`config.mk`:
```
export PLATFORM = sky130hd
export DESIGN_NAME = spi_flash_loader
export DESIGN_NICKNAME = d
export VERILOG_FILES = /design/src/rtl/spi_flash_loader.sv
export SDC_FILE = /design/constraint.sdc
export NUM_CORES = 1
export LEC_CHECK = 0
export ABC_AREA = 0
export BUFFER_PORTS_ARGS = -buffer_cell sky130_fd_sc_hd__buf_2
export CAP_MARGIN = 20
export CORE_ASPECT_RATIO = 1.1
export CORE_MARGIN = 2
export CORE_UTILIZATION = 54
export DETAILED_ROUTE_END_ITERATION = 8
export GPL_TIMING_DRIVEN = 0
export PLACE_DENSITY = 0.81
export SLEW_MARGIN = 0
export SYNTH_ARGS = -nofsm -noshare
export SYNTH_HDL_FRONTEND = slang
export SYNTH_SLANG_ARGS = --single-unit
```
`constraint.sdc`:
```
create_clock -name raw_clk -period 2.6 [get_ports raw_clk]
set_clock_uncertainty 0.05 [all_clocks]
set_input_delay 0.26 -clock raw_clk [delete_from_list [all_inputs] [get_ports raw_clk]]
set_output_delay 0.26 -clock raw_clk [all_outputs]
set_load 0.02 [all_outputs]
```
`src/rtl/spi_flash_loader.sv`:
```
`default_nettype none
// ============================================================================
// Module      : spi_flash_loader
// Description : Boot-time sequencer for SPI port 1. After reset it issues a
//               flash READ (0x03 + 24-bit address), streams LENGTH bytes into
//               cartridge RAM, then hands the SPI engine to the CPU-side
//               peripheral registers. A reload pulse in DONE repeats the load.
// Ports       : raw_clk/reset         - clock, async active-low reset
//               reload                - restart request (honoured in DONE only)
//               spi_start/_data_tx/_cs - to SPI engine (CPU-driven once done)
//               spi_busy/spi_data_rx   - from SPI engine
//               cpu_spi_*             - CPU-side SPI controls (used when done)
//               mem_address/_data/_write_enable - RAM write port
//               load_count            - bytes loaded, in 256-byte pages
//               done/cpu_halt         - load complete / CPU stall (= ~done)
// Revision    : 1.0 - initial release
// ============================================================================
module spi_flash_loader #(
    parameter logic [23:0] FLASH_ADDR = 24'h020000,
    parameter int          LENGTH     = 4096,
    parameter logic [15:0] MEM_BASE   = 16'h0000,
    parameter int          CS_DELAY   = 4
) (
    input  logic        raw_clk,
    input  logic        reset,
    input  logic        reload,
    output logic        spi_start,
    output logic [7:0]  spi_data_tx,
    output logic        spi_cs,
    input  logic        spi_busy,
    input  logic [7:0]  spi_data_rx,
    input  logic        cpu_spi_start,
    input  logic [7:0]  cpu_spi_data_tx,
    input  logic        cpu_spi_cs,
    output logic [15:0] mem_address,
    output logic [7:0]  mem_data,
    output logic        mem_write_enable,
    output logic [7:0]  load_count,
    output logic        done,
    output logic        cpu_halt
);

    localparam logic [15:0] c_last_index = 16'(LENGTH - 1);
    localparam logic [7:0]  c_cs_last    = 8'(CS_DELAY - 1);
    localparam logic [7:0]  c_cmd_read   = 8'h03;

    typedef enum logic [3:0] {
        S_IDLE, S_CS_SETUP, S_CMD, S_A2, S_A1, S_A0,
        S_READ, S_WRMEM, S_CS_HOLD, S_DONE
    } state_t;

    state_t      r_state, w_state_nxt;
    logic        r_phase_wait, w_phase_wait_nxt;   // 0 = phase S, 1 = phase W
    logic [7:0]  r_cnt, w_cnt_nxt;
    logic [15:0] r_index, w_index_nxt;
    logic        r_start, w_start_nxt;
    logic [7:0]  r_tx, w_tx_nxt;
    logic        r_cs, w_cs_nxt;
    logic        r_we, w_we_nxt;
    logic [15:0] r_addr, w_addr_nxt;
    logic [7:0]  r_data, w_data_nxt;
    logic        r_done, w_done_nxt;

    logic        w_in_byte;
    logic        w_byte_done;

    always_ff @(posedge raw_clk or negedge reset) begin
        if (!reset) begin
            r_state      <= S_IDLE;
            r_phase_wait <= 1'b0;
            r_cnt        <= 8'd0;
            r_index      <= 16'd0;
            r_start      <= 1'b0;
            r_tx         <= 8'd0;
            r_cs         <= 1'b1;
            r_we         <= 1'b0;
            r_addr       <= 16'd0;
            r_data       <= 8'd0;
            r_done       <= 1'b0;
        end else begin
            r_state      <= w_state_nxt;
            r_phase_wait <= w_phase_wait_nxt;
            r_cnt        <= w_cnt_nxt;
            r_index      <= w_index_nxt;
            r_start      <= w_start_nxt;
            r_tx         <= w_tx_nxt;
            r_cs         <= w_cs_nxt;
            r_we         <= w_we_nxt;
            r_addr       <= w_addr_nxt;
            r_data       <= w_data_nxt;
            r_done       <= w_done_nxt;
        end
    end

    assign w_in_byte   = (r_state == S_CMD) || (r_state == S_A2) || (r_state == S_A1) ||
                         (r_state == S_A0)  || (r_state == S_READ);
    assign w_byte_done = w_in_byte && r_phase_wait && !spi_busy;

    always_comb begin
        w_state_nxt      = r_state;
        w_phase_wait_nxt = r_phase_wait;
        w_cnt_nxt        = r_cnt;
        w_index_nxt      = r_index;
        w_start_nxt      = r_start;
        w_tx_nxt         = r_tx;
        w_cs_nxt         = r_cs;
        w_we_nxt         = 1'b0;
        w_addr_nxt       = r_addr;
        w_data_nxt       = r_data;
        w_done_nxt       = r_done;

        // Phase S: keep start high until the engine acknowledges with busy.
        if (w_in_byte && !r_phase_wait && spi_busy) begin
            w_start_nxt      = 1'b0;
            w_phase_wait_nxt = 1'b1;
        end

        // Each byte_done branch below launches the next byte in phase S.
        unique case (r_state)
            S_IDLE: begin
                if (!spi_busy) begin
                    w_state_nxt = S_CS_SETUP;
                    w_cs_nxt    = 1'b0;
                    w_cnt_nxt   = 8'd0;
                end
            end
            S_CS_SETUP: begin
                if (r_cnt == c_cs_last) begin
                    w_state_nxt      = S_CMD;
                    w_start_nxt      = 1'b1;
                    w_tx_nxt         = c_cmd_read;
                    w_phase_wait_nxt = 1'b0;
                end else begin
                    w_cnt_nxt = r_cnt + 8'd1;
                end
            end
            S_CMD, S_A2, S_A1, S_A0: begin
                if (w_byte_done) begin
                    w_start_nxt      = 1'b1;
                    w_phase_wait_nxt = 1'b0;
                    unique case (r_state)
                        S_CMD:   begin w_state_nxt = S_A2;   w_tx_nxt = FLASH_ADDR[23:16]; end
                        S_A2:    begin w_state_nxt = S_A1;   w_tx_nxt = FLASH_ADDR[15:8];  end
                        S_A1:    begin w_state_nxt = S_A0;   w_tx_nxt = FLASH_ADDR[7:0];   end
                        default: begin w_state_nxt = S_READ; w_tx_nxt = 8'h00;             end
                    endcase
                end
            end
            S_READ: begin
                // Strobe, data and address are registered on entry to WRMEM
                // so they are presented for exactly the WRMEM cycle.
                if (w_byte_done) begin
                    w_state_nxt = S_WRMEM;
                    w_we_nxt    = 1'b1;
                    w_data_nxt  = spi_data_rx;
                    w_addr_nxt  = MEM_BASE + r_index;
                end
            end
            S_WRMEM: begin
                w_index_nxt = r_index + 16'd1;
                if (r_index == c_last_index) begin
                    w_state_nxt = S_CS_HOLD;
                    w_cs_nxt    = 1'b1;
                    w_cnt_nxt   = 8'd0;
                end else begin
                    w_state_nxt      = S_READ;
                    w_start_nxt      = 1'b1;
                    w_tx_nxt         = 8'h00;
                    w_phase_wait_nxt = 1'b0;
                end
            end
            S_CS_HOLD: begin
                if (r_cnt == 8'd1) begin
                    w_state_nxt = S_DONE;
                    w_done_nxt  = 1'b1;
                end else begin
                    w_cnt_nxt = r_cnt + 8'd1;
                end
            end
            S_DONE: begin
                if (reload) begin
                    w_state_nxt = S_IDLE;
                    w_done_nxt  = 1'b0;
                    w_cs_nxt    = 1'b1;
                    w_index_nxt = 16'd0;
                end
            end
            default: begin
                w_state_nxt = S_IDLE;
            end
        endcase
    end

    // Once the load is complete the CPU owns the SPI engine outright.
    assign spi_start        = r_done ? cpu_spi_start   : r_start;
    assign spi_data_tx      = r_done ? cpu_spi_data_tx : r_tx;
    assign spi_cs           = r_done ? cpu_spi_cs      : r_cs;

    assign mem_address      = r_addr;
    assign mem_data         = r_data;
    assign mem_write_enable = r_we;
    assign load_count       = r_index[15:8];
    assign done             = r_done;
    assign cpu_halt         = ~r_done;

endmodule
`default_nettype wire

```
==> results of run 1 <==
## worst reg2reg max path, stage by stage (launching register included)
cell      delay [ns]
dfrtp_1         0.44
nor2_1          0.50
and4_1          0.26
clkbuf_1        0.25
clkbuf_1        0.44
nor2_1          0.10
## sequential cells by signal (all words and copies together), names as in the netlist
register,count
r_tx,2
r_cs,1
r_state,4
r_phase_wait,1
r_index,16
r_start,1
done,1
r_cnt,8
mem_write_enable,1
mem_data,8
mem_address,16
## layout by cell type (no fill, tap or decap), types with 2 or more instances in the layout
cell type and instances:
buf_2 72, dfrtp_1 58, nand2_1 42, nor2_1 22, o21ai_0 21, a21oi_1 16
mux2_2 16, buf_4 13, inv_1 10, clkbuf_8 10, clkbuf_1 9, and2_1 9
and3_1 8, or3_1 8, nand3_1 7, xnor2_1 6, a31oi_1 5, nand4_1 4
and3b_1 4, nor3_1 3, o31ai_1 3, and4_1 3, o211ai_1 3, o41ai_1 3
o21a_1 3, ha_1 3, nand2b_1 2, nor3b_1 2, nor4_1 2, o2111ai_2 2
xor2_1 2, o21ai_1 2, or4_1 2, a21o_1 2
## metrics by stage
stage	cell area, um^2	worst slack (ns)	utilization (%)	hold WS [ns]	instances
2_1_floorplan	3060	0.749	-	-0.0856	314
3_3_place_gp	3480	0.471	64.2	0.399	455
3_5_place_dp	3500	0.471	64.5	0.207	456
4_1_cts	3700	0.442	68.2	0.0570	473
5_1_grt	3700	0.263	68.2	0.0706	473
6_report	3700	0.423	68.2	0.0573	473
## cell type report
class | instances | share of cell area, %
flip-flops and latches | 59 | 39.9
multi-input cells | 220 | 37.7
repair buffers | 68 | 9.73
clock buffers | 14 | 4.12
plain buffers | 24 | 3.95
well taps | 75 | 2.53
inverters | 11 | 1.12
clock inverters | 2 | 0.946
## worst paths after layout
kind / startpoint / end / slack, ns / cells past startpoint
min reg2reg: mem_data[0]$_DFFE_PN0P_ / mem_data[0]$_DFFE_PN0P_ / 0.42 / 2
max: r_state[2]$_DFFE_PN0P_ / r_index[3]$_DFFE_PN0P_ / 0.42 / 5
min: spi_data_rx[7] / mem_data[7]$_DFFE_PN0P_ / 0.06 / 3
max in group asynchronous: reset / r_state[2]$_DFFE_PN0P_ / 1.57 / 3
min in group asynchronous: reset / mem_address[13]$_DFFE_PN0P_ / 0.37 / 2
max reg2reg: r_state[2]$_DFFE_PN0P_ / r_index[3]$_DFFE_PN0P_ / 0.42 / 5
## routing by layer
| layer | vias to the layer above | share of wire (%) | GRT usage [%] |
|---|---|---|---|
| met1 | 1236 | 42 | 29.3 |
| li1 | 1271 | - | - |
| met5 | - | 0 | 0 |
| met4 | 0 | 0.95 | 9.89 |
| met3 | 9 | 4.8 | 4.37 |
| met2 | 76 | 53 | 37.1 |
## kinds of logic after synthesis
family                     synth area share (%)
AOI/OAI and AO/OA                          14.8
DFF                                        48.3
buffers and inverters                      6.13
and+or+nand+nor                            21.1
xor gates and xnor gates                   2.29
adders and majority gates                  1.23
muxes                                      6.21
## report_power, final
part           internal (mW)  switching [mW]  total, mW
logic                  0.492           0.751       1.24
registers               1.17           0.192       1.36
clock network          0.469           0.346      0.815
==> metrics.txt, run 1 <==
clock root cell clkbuf_8; DRC 0; CP startpoint kind flop; VDD IR max 0.000645 V; outcome finished clean; Cells after Synth 314; Fmax 0.459 GHz; DIE AREA 0.00629 mm^2; detail-routed via count per cell 5.48; most common cell in the netlist dfrtp_1; Post-synth EDFFs 0; WS Path Type flop to flop; initial core utilization 56.4%; synthesized area 0.00306 mm^2; io pins 67; Synth cell types 50; worst path buffer plus inverter count 2; Static Leak 1.86 nW; # hold bufs at CTS 1; Post-DRT Antenna Nets 0; area used by multi-input combinational logic 0.00140 mm^2; final cycle utilization of the critical path 83.7%; die height 83.0 um; Yosys Warn Count 0; largest net degree at the start of global routing 39; Die Width 75.8 um; Seq/Total Area, Yosys 48.3%; grt total ovfl 0; Critical Path Slowest Stage Cell nor2_1; Nets 418; Syn Nets 339; minimum clock period 2.18 ns; Hold Fails Final Rpt 0; RSZ-0062 raised after global routing false; clock-pin slew on the worst setup and hold paths 0.06 ns; layout cell share with drive strength beyond 1 30.9%; largest area contributor in the netlist dfrtp_1; First-pass DRT Iterations 4; CTS-repair resized insts 0; setup TNS 0 ns; placed wire-length estimate 4720 um; synth cell count leaders dfrtp_1 (58), nand2_1 (42), nor2_1 (22), o21ai_0 (21); CTS buffer count 9; mean area per synthesized cell 9.75 um^2; Hold Crit Class input pin to flop; IO Port Bufs 66; crit-path leading delay family simple AND/OR/NAND/NOR gates; final WL 6550 um; number of max-cap violations 0; Worst Max-Slew Pin Slew 0.732 ns; core box area 0.00543 mm^2; dominant synthesized flop cell dfrtp_1; initial antenna violation count 0; vias in the first global route 2535; CTS tree built; Synth-to-Final Area Change 21.0%; vias 2592; Rel. slew slack 50.5%; CP Max Fanout 10; row count 28; Clock Tree Buf Depth 2; Tot GR Track Use 23.0%; Iteration-0 DRC Markers 170; worst skew pair latency 0.34 ns; Worst EP arrival 2.33 ns; post-synth top area share 47.4%; CP Cell Sequence nor2_1, and4_1, clkbuf_1, clkbuf_1, nor2_1; first-pass GRT wire length 11500 um; # fillers 434; power per cell area 922 mW/mm^2; CTS sink cnt 59; CP endpoint kind flop; asr flop ratio synth 100%; Synth Register Bits 59; post-CTS setup buffers 0; H-tree levels 3; Critical Path RT 2.75 ns; Slew Viols, Final 0; WL/cell 13.8 um; ranking of synthesized cells by area dfrtp_1 (47%), mux2_2 (5.9%), nand2_1 (5.2%); Max stage delay on crit path 0.50 ns; Total Power 3.42 mW; GPL Wtd Cong 0.910; Final setup viols 0; FF+latch area 0.00148 mm^2; antenna diode count 0
No activity file was read; power rests on OpenSTA's default activity.
==> inputs of run 2 (changes only) <==
CORE_UTILIZATION = 49   (was 54)
PLACE_DENSITY = 0.78   (was 0.81)
clock period = 1.83 ns   (was 2.6 ns; I/O delays follow)
==> run 2 against run 1 <==
  * The flow now finishes with violations (setup timing)
  * Via count increased by 11%
  * Global-route usage fell by 0.093 points
  * Routed wire length up 25%
  * Cell count increased by 8.2%
  * Clock power grew 48%
  * Register-to-register slack got worse by 0.56 ns
  * Sequential power is 43% higher
  * Total power grew 67%
  * Sequential share of layout area down 5.4 points
==> metrics.txt, run 2 (synthesis results as in run 1) <==
CTS sink cnt 59 (unchanged); VDD IR max 0.000913 V (+42%); largest net degree at the start of global routing 40 (+2.6%); GPL Wtd Cong 0.876 (-3.7%); number of max-cap violations 0 (unchanged); Total Power 5.71 mW (+67%); Post-DRT Antenna Nets 0 (unchanged); Hold Fails Final Rpt 0 (unchanged); minimum clock period 1.96 ns (-0.213 ns); row count 30 (+7.1%); initial core utilization 50.0% (-6.3 points); IO Port Bufs 66 (unchanged); layout cell share with drive strength beyond 1 43.8% (+13 points); WL/cell 16.0 um (+16%); power per cell area 1330 mW/mm^2 (+44%); DIE AREA 0.00689 mm^2 (+9.7%); Rel. slew slack 63.9% (+13 points); initial antenna violation count 0 (unchanged); Final setup viols 13 (+13); Worst EP arrival 2.14 ns (-0.19 ns); CTS tree built; Max stage delay on crit path 0.56 ns (+0.06 ns); Slew Viols, Final 0 (unchanged); Synth-to-Final Area Change 40.2%; CP Cell Sequence or4_4, o41ai_4, and3_4, buf_6, o31ai_2, a21o_1; clock-pin slew on the worst setup and hold paths 0.07 ns (about the same); grt total ovfl 0 (unchanged); first-pass GRT wire length 12200 um (+6.4%); RSZ-0062 raised after global routing true; final cycle utilization of the critical path 107% (+24 points); commonest non-fill, non-tap cell in the layout buf_2; Iteration-0 DRC Markers 220 (+29%); placed wire-length estimate 4760 um (+0.69%); commonest cells after routing, fill and taps aside buf_2 (68), dfrtp_1 (54), nand2_1 (40), buf_4 (35), nor2_1 (20); Tot GR Track Use 22.9% (-0.093 points); outcome finished, violations left; Die Width 79.4 um (+4.7%); clock root cell clkbuf_8; Worst Max-Slew Pin Slew 0.540 ns (-0.192 ns); # fillers 433 (-0.23%); Nets 452 (+8.1%); io pins 67 (unchanged); H-tree levels 3 (unchanged); CTS buffer count 9 (unchanged); CP endpoint kind flop; WS Path Type flop to flop; Critical Path RT 2.01 ns (-0.74 ns); vias in the first global route 2637 (+4.0%); Fmax 0.509 GHz (+11%); die height 86.9 um (+4.7%); CP Max Fanout 6 (-4); vias 2886 (+11%); CP startpoint kind flop; placed insts 461 (+1.1%); core box area 0.00612 mm^2 (+13%); antenna diode count 0 (unchanged); DRC 0 (unchanged); Critical Path Slowest Stage Cell or4_4; First-pass DRT Iterations 4 (unchanged); Clock Tree Buf Depth 2 (unchanged); final WL 8200 um (+25%); worst skew pair latency 0.34 ns (about the same); failing checks setup timing; post-route insts no fill 512 (+8.2%); worst setup margin -0.134 ns (-0.557 ns); Static Leak 2.08 nW (+12%); Hold Crit Class input pin to flop; detail-routed via count per cell 5.64 (+2.9%)
-- run 2: per-layer routing --
layer | GRT usage (%) | up-vias | wire [um]
met5 | 0 | - | 0
met4 | 7.52 | 0 | 237
met3 | 7.05 | 28 | 526
met2 | 38.5 | 132 | 4160
met1 | 28.2 | 1388 | 3270
li1 | - | 1338 | -
-- run 2: cell type report --
| type | count | area [um^2] | share of cell area, % |
|---|---|---|---|
| buffer | 22 | 184 | 4.29 |
| clock buffer | 10 | 138 | 3.21 |
| clock inverter | 6 | 63.8 | 1.49 |
| timing repair buffer | 103 | 647 | 15.1 |
| tap | 80 | 100 | 2.33 |
| inverter | 11 | 46.3 | 1.08 |
| multi-input combinational | 221 | 1630 | 38.0 |
| sequential | 59 | 1480 | 34.5 |
-- run 2: metrics by stage --
step	hold slack (ns)	utilization, %	area, um^2	setup TNS (ns)	setup WS, ns
floorplan	-0.163	-	3070	-0.0212	-0.0212
global placement	0.333	57.2	3500	-4.87	-0.224
detailed placement	0.116	57.5	3520	-5.84	-0.264
CTS	0.0748	66.1	4050	-0.285	-0.0961
global route	0.111	70.1	4290	-2.42	-0.204
finish	0.114	70.1	4290	-0.995	-0.134
-- run 2: where the power goes --
group	switching, mW	internal [mW]
logic	1.43	1.11
clock network	0.546	0.665
registers	0.290	1.66
-- run 2: worst max-delay path: cells and delay by family (launching register included) --
kind	cells	cell delay [ns]
AND/OR/NAND/NOR	2	0.80
buffers and inverters	1	0.11
flip-flops	1	0.39
AO/OA/AOI/OAI	3	0.51
-- run 2: final timing paths --
kind | cells past startpoint | endpoint | start | slack, ns
max | 6 | r_state[3]$_DFFE_PN0P_ | r_cnt[2]$_DFFE_PN0P_ | -0.13
min | 3 | r_phase_wait$_DFF_PN0_ | spi_busy | 0.11
max reg2reg | 6 | r_state[3]$_DFFE_PN0P_ | r_cnt[2]$_DFFE_PN0P_ | -0.13
min reg2reg | 2 | mem_address[2]$_DFFE_PN0P_ | mem_address[2]$_DFFE_PN0P_ | 0.43
max in group asynchronous | 3 | r_cnt[3]$_DFFE_PN0P_ | reset | 0.87
min in group asynchronous | 2 | r_index[11]$_DFFE_PN0P_ | reset | 0.28
-- run 2: what timing repair did --
| action | in CTS | in global routing |
|---|---|---|
| buffers inserted | 14 | 13 |
| resized for setup | 33 | 34 |
| hold buffers | 9 | 0 |
| endpoints found under the setup margin | 45 | 48 |
| gates cloned | 0 | 1 |
| hold endpoints to repair | 27 | 0 |
| pin swaps | 6 | 13 |
==> inputs of run 3 (changes only) <==
RECOVER_POWER = 50   (was default)
==> run 3 against run 2 <==
  * The flow still finishes with violations (setup timing)
  * Largest cell class unchanged
  * Critical path depth is the same
  * Core utilization decreased by 0.47 points
  * Die area stayed put
==> metrics.txt, run 3 (synthesis results as in run 1) <==
largest net degree at the start of global routing 40 (unchanged); RSZ-0062 raised after global routing true; Critical Path Slowest Stage Cell or4_4; sw power 2.28 mW (+0.30%); IO Port Bufs 66 (unchanged); Clock Tree Buf Depth 2 (unchanged); failing checks setup timing; Slew Viols, Final 0 (unchanged); CTS buffer count 9 (unchanged); Post-DRT Antenna Nets 0 (unchanged); power per cell area 1330 mW/mm^2 (+0.39%); WL/cell 16.0 um (about the same); Hold Crit Class input pin to flop; worst setup margin -0.135 ns (-0.000305 ns); worst path buffer plus inverter count 1 (unchanged); Rel. slew slack 26.4% (-37 points); detail-routed via count per cell 5.66 (+0.49%); first-pass GRT wire length 12200 um (unchanged); worst skew pair latency 0.35 ns (about the same); CP endpoint kind flop; commonest cells after routing, fill and taps aside dfrtp_1 (54), buf_2 (52), nand2_1 (40), buf_4 (35), nor2_1 (20); Synth-to-Final Area Change 39.3%; CP startpoint kind flop; clock root cell clkbuf_8; switch share 40.0% (+0.24 points); Iteration-0 DRC Markers 226 (+2.7%); CP Max Fanout 6 (unchanged); Die Width 79.4 um (unchanged); commonest non-fill, non-tap cell in the layout dfrtp_1; io pins 67 (unchanged); Static Leak 2.01 nW (-3.2%); layout cell share with drive strength beyond 1 40.0% (-3.7 points); fin util 69.7% (-0.47 points); minimum clock period 1.96 ns (+0.000305 ns); WS Path Type flop to flop; core box area 0.00612 mm^2 (unchanged); Tot GR Track Use 22.9% (unchanged); Max stage delay on crit path 0.56 ns (about the same); post-route insts no fill 512 (unchanged); CTS sink cnt 59 (unchanged); DIE AREA 0.00689 mm^2 (unchanged); vias 2900 (+0.49%); GPL Wtd Cong 0.876 (unchanged); CTS tree built; CP Cell Sequence or4_4, o41ai_4, and3_4, buf_6, o31ai_2, a21o_1; placed insts 461 (unchanged); placed wire-length estimate 4760 um (unchanged); # fillers 444 (+2.5%); Worst Max-Slew Pin Slew 1.10 ns (+0.564 ns); final WL 8200 um (about the same); Seq pwr share 34.3% (about the same); grt total ovfl 0 (unchanged); number of max-cap violations 0 (unchanged); VDD IR max 0.000913 V (about the same); crit-path leading delay family simple AND/OR/NAND/NOR gates; Final setup viols 13 (unchanged); Power Internal 3.41 mW (-0.68%); Nets 452 (unchanged); Critical Path RT 2.01 ns (about the same); First-pass DRT Iterations 5 (+1); Worst EP arrival 2.15 ns (about the same); initial core utilization 50.0% (unchanged); final cycle utilization of the critical path 107% (about the same); Clk pwr share 21.3% (about the same); outcome finished, violations left; row count 30 (unchanged); Fmax 0.509 GHz (about the same); initial antenna violation count 0 (unchanged); clock-pin slew on the worst setup and hold paths 0.07 ns (about the same); Hold Fails Final Rpt 0 (unchanged); vias in the first global route 2637 (unchanged); Comb power frac 44.4% (-0.2 points); DRC 0 (unchanged); antenna diode count 0 (unchanged); die height 86.9 um (unchanged); H-tree levels 3 (unchanged)
## run 3: repair_timing
action                     4_1_cts  5_1_grt
hold endpoints to repair        27        0
gates resized for setup         33       34
hold buffers                     9        0
setup buffers                   14       13
gates cloned                     0        1
setup endpoints to repair       45       48
pin swaps                        6       13
## run 3: cell type report
type | instances | area, um^2 | share of cell area, %
timing repair buffer | 103 | 618 | 14.5
multi-input combinational | 221 | 1630 | 38.2
clock buffer | 10 | 138 | 3.23
inverter | 11 | 46.3 | 1.09
buffer | 22 | 184 | 4.31
tap | 80 | 100 | 2.35
clock inverter | 6 | 63.8 | 1.50
sequential | 59 | 1480 | 34.8
## run 3: final timing paths
kind | from | endpoint | slack, ns | cells after the start
max reg2reg | r_cnt[2]$_DFFE_PN0P_ | r_state[3]$_DFFE_PN0P_ | -0.13 | 6
max in group asynchronous | reset | r_cnt[3]$_DFFE_PN0P_ | 0.29 | 3
min in group asynchronous | reset | r_index[11]$_DFFE_PN0P_ | 0.52 | 2
min | spi_busy | r_phase_wait$_DFF_PN0_ | 0.11 | 3
max | r_cnt[2]$_DFFE_PN0P_ | r_state[3]$_DFFE_PN0P_ | -0.13 | 6
min reg2reg | mem_address[2]$_DFFE_PN0P_ | mem_address[2]$_DFFE_PN0P_ | 0.43 | 2
## run 3: metal layers
metal	share of wire, %	track usage, %	wire length (um)	up-vias
li1	-	-	-	1339
met4	3.0	7.52	248	0
met3	6.1	7.05	501	29
met5	0	0	0	-
met1	40	28.2	3300	1397
met2	51	38.5	4150	135
## run 3: power groups by stage
stage          logic [mW]  registers (mW)  clock network [mW]
6_report             2.52            1.95                1.21
3_5_place_dp         1.76            1.96                   0
2_1_floorplan        1.11            2.09                   0
3_3_place_gp         1.70            1.94                   0
4_1_cts              2.12            1.91                1.24
5_1_grt              2.74            1.99                1.29
## run 3: per-stage QoR
step	setup slack, ns	hold WS (ns)	cell area [um^2]	total power [mW]	setup TNS [ns]
after global routing	-0.204	0.111	4260	6.03	-2.53
after floorplan	-0.0212	-0.163	3070	3.20	-0.0212
after detailed placement	-0.264	0.116	3520	3.72	-5.84
after global placement	-0.224	0.333	3500	3.64	-4.87
after CTS	-0.0961	0.0748	4050	5.27	-0.285
final	-0.135	0.113	4260	5.69	-1.01
## run 3: tightest hold or removal path, cell delays in order
cell     delay (ns)
buf_2          0.15
nand2_1        0.08
nand2_1        0.05
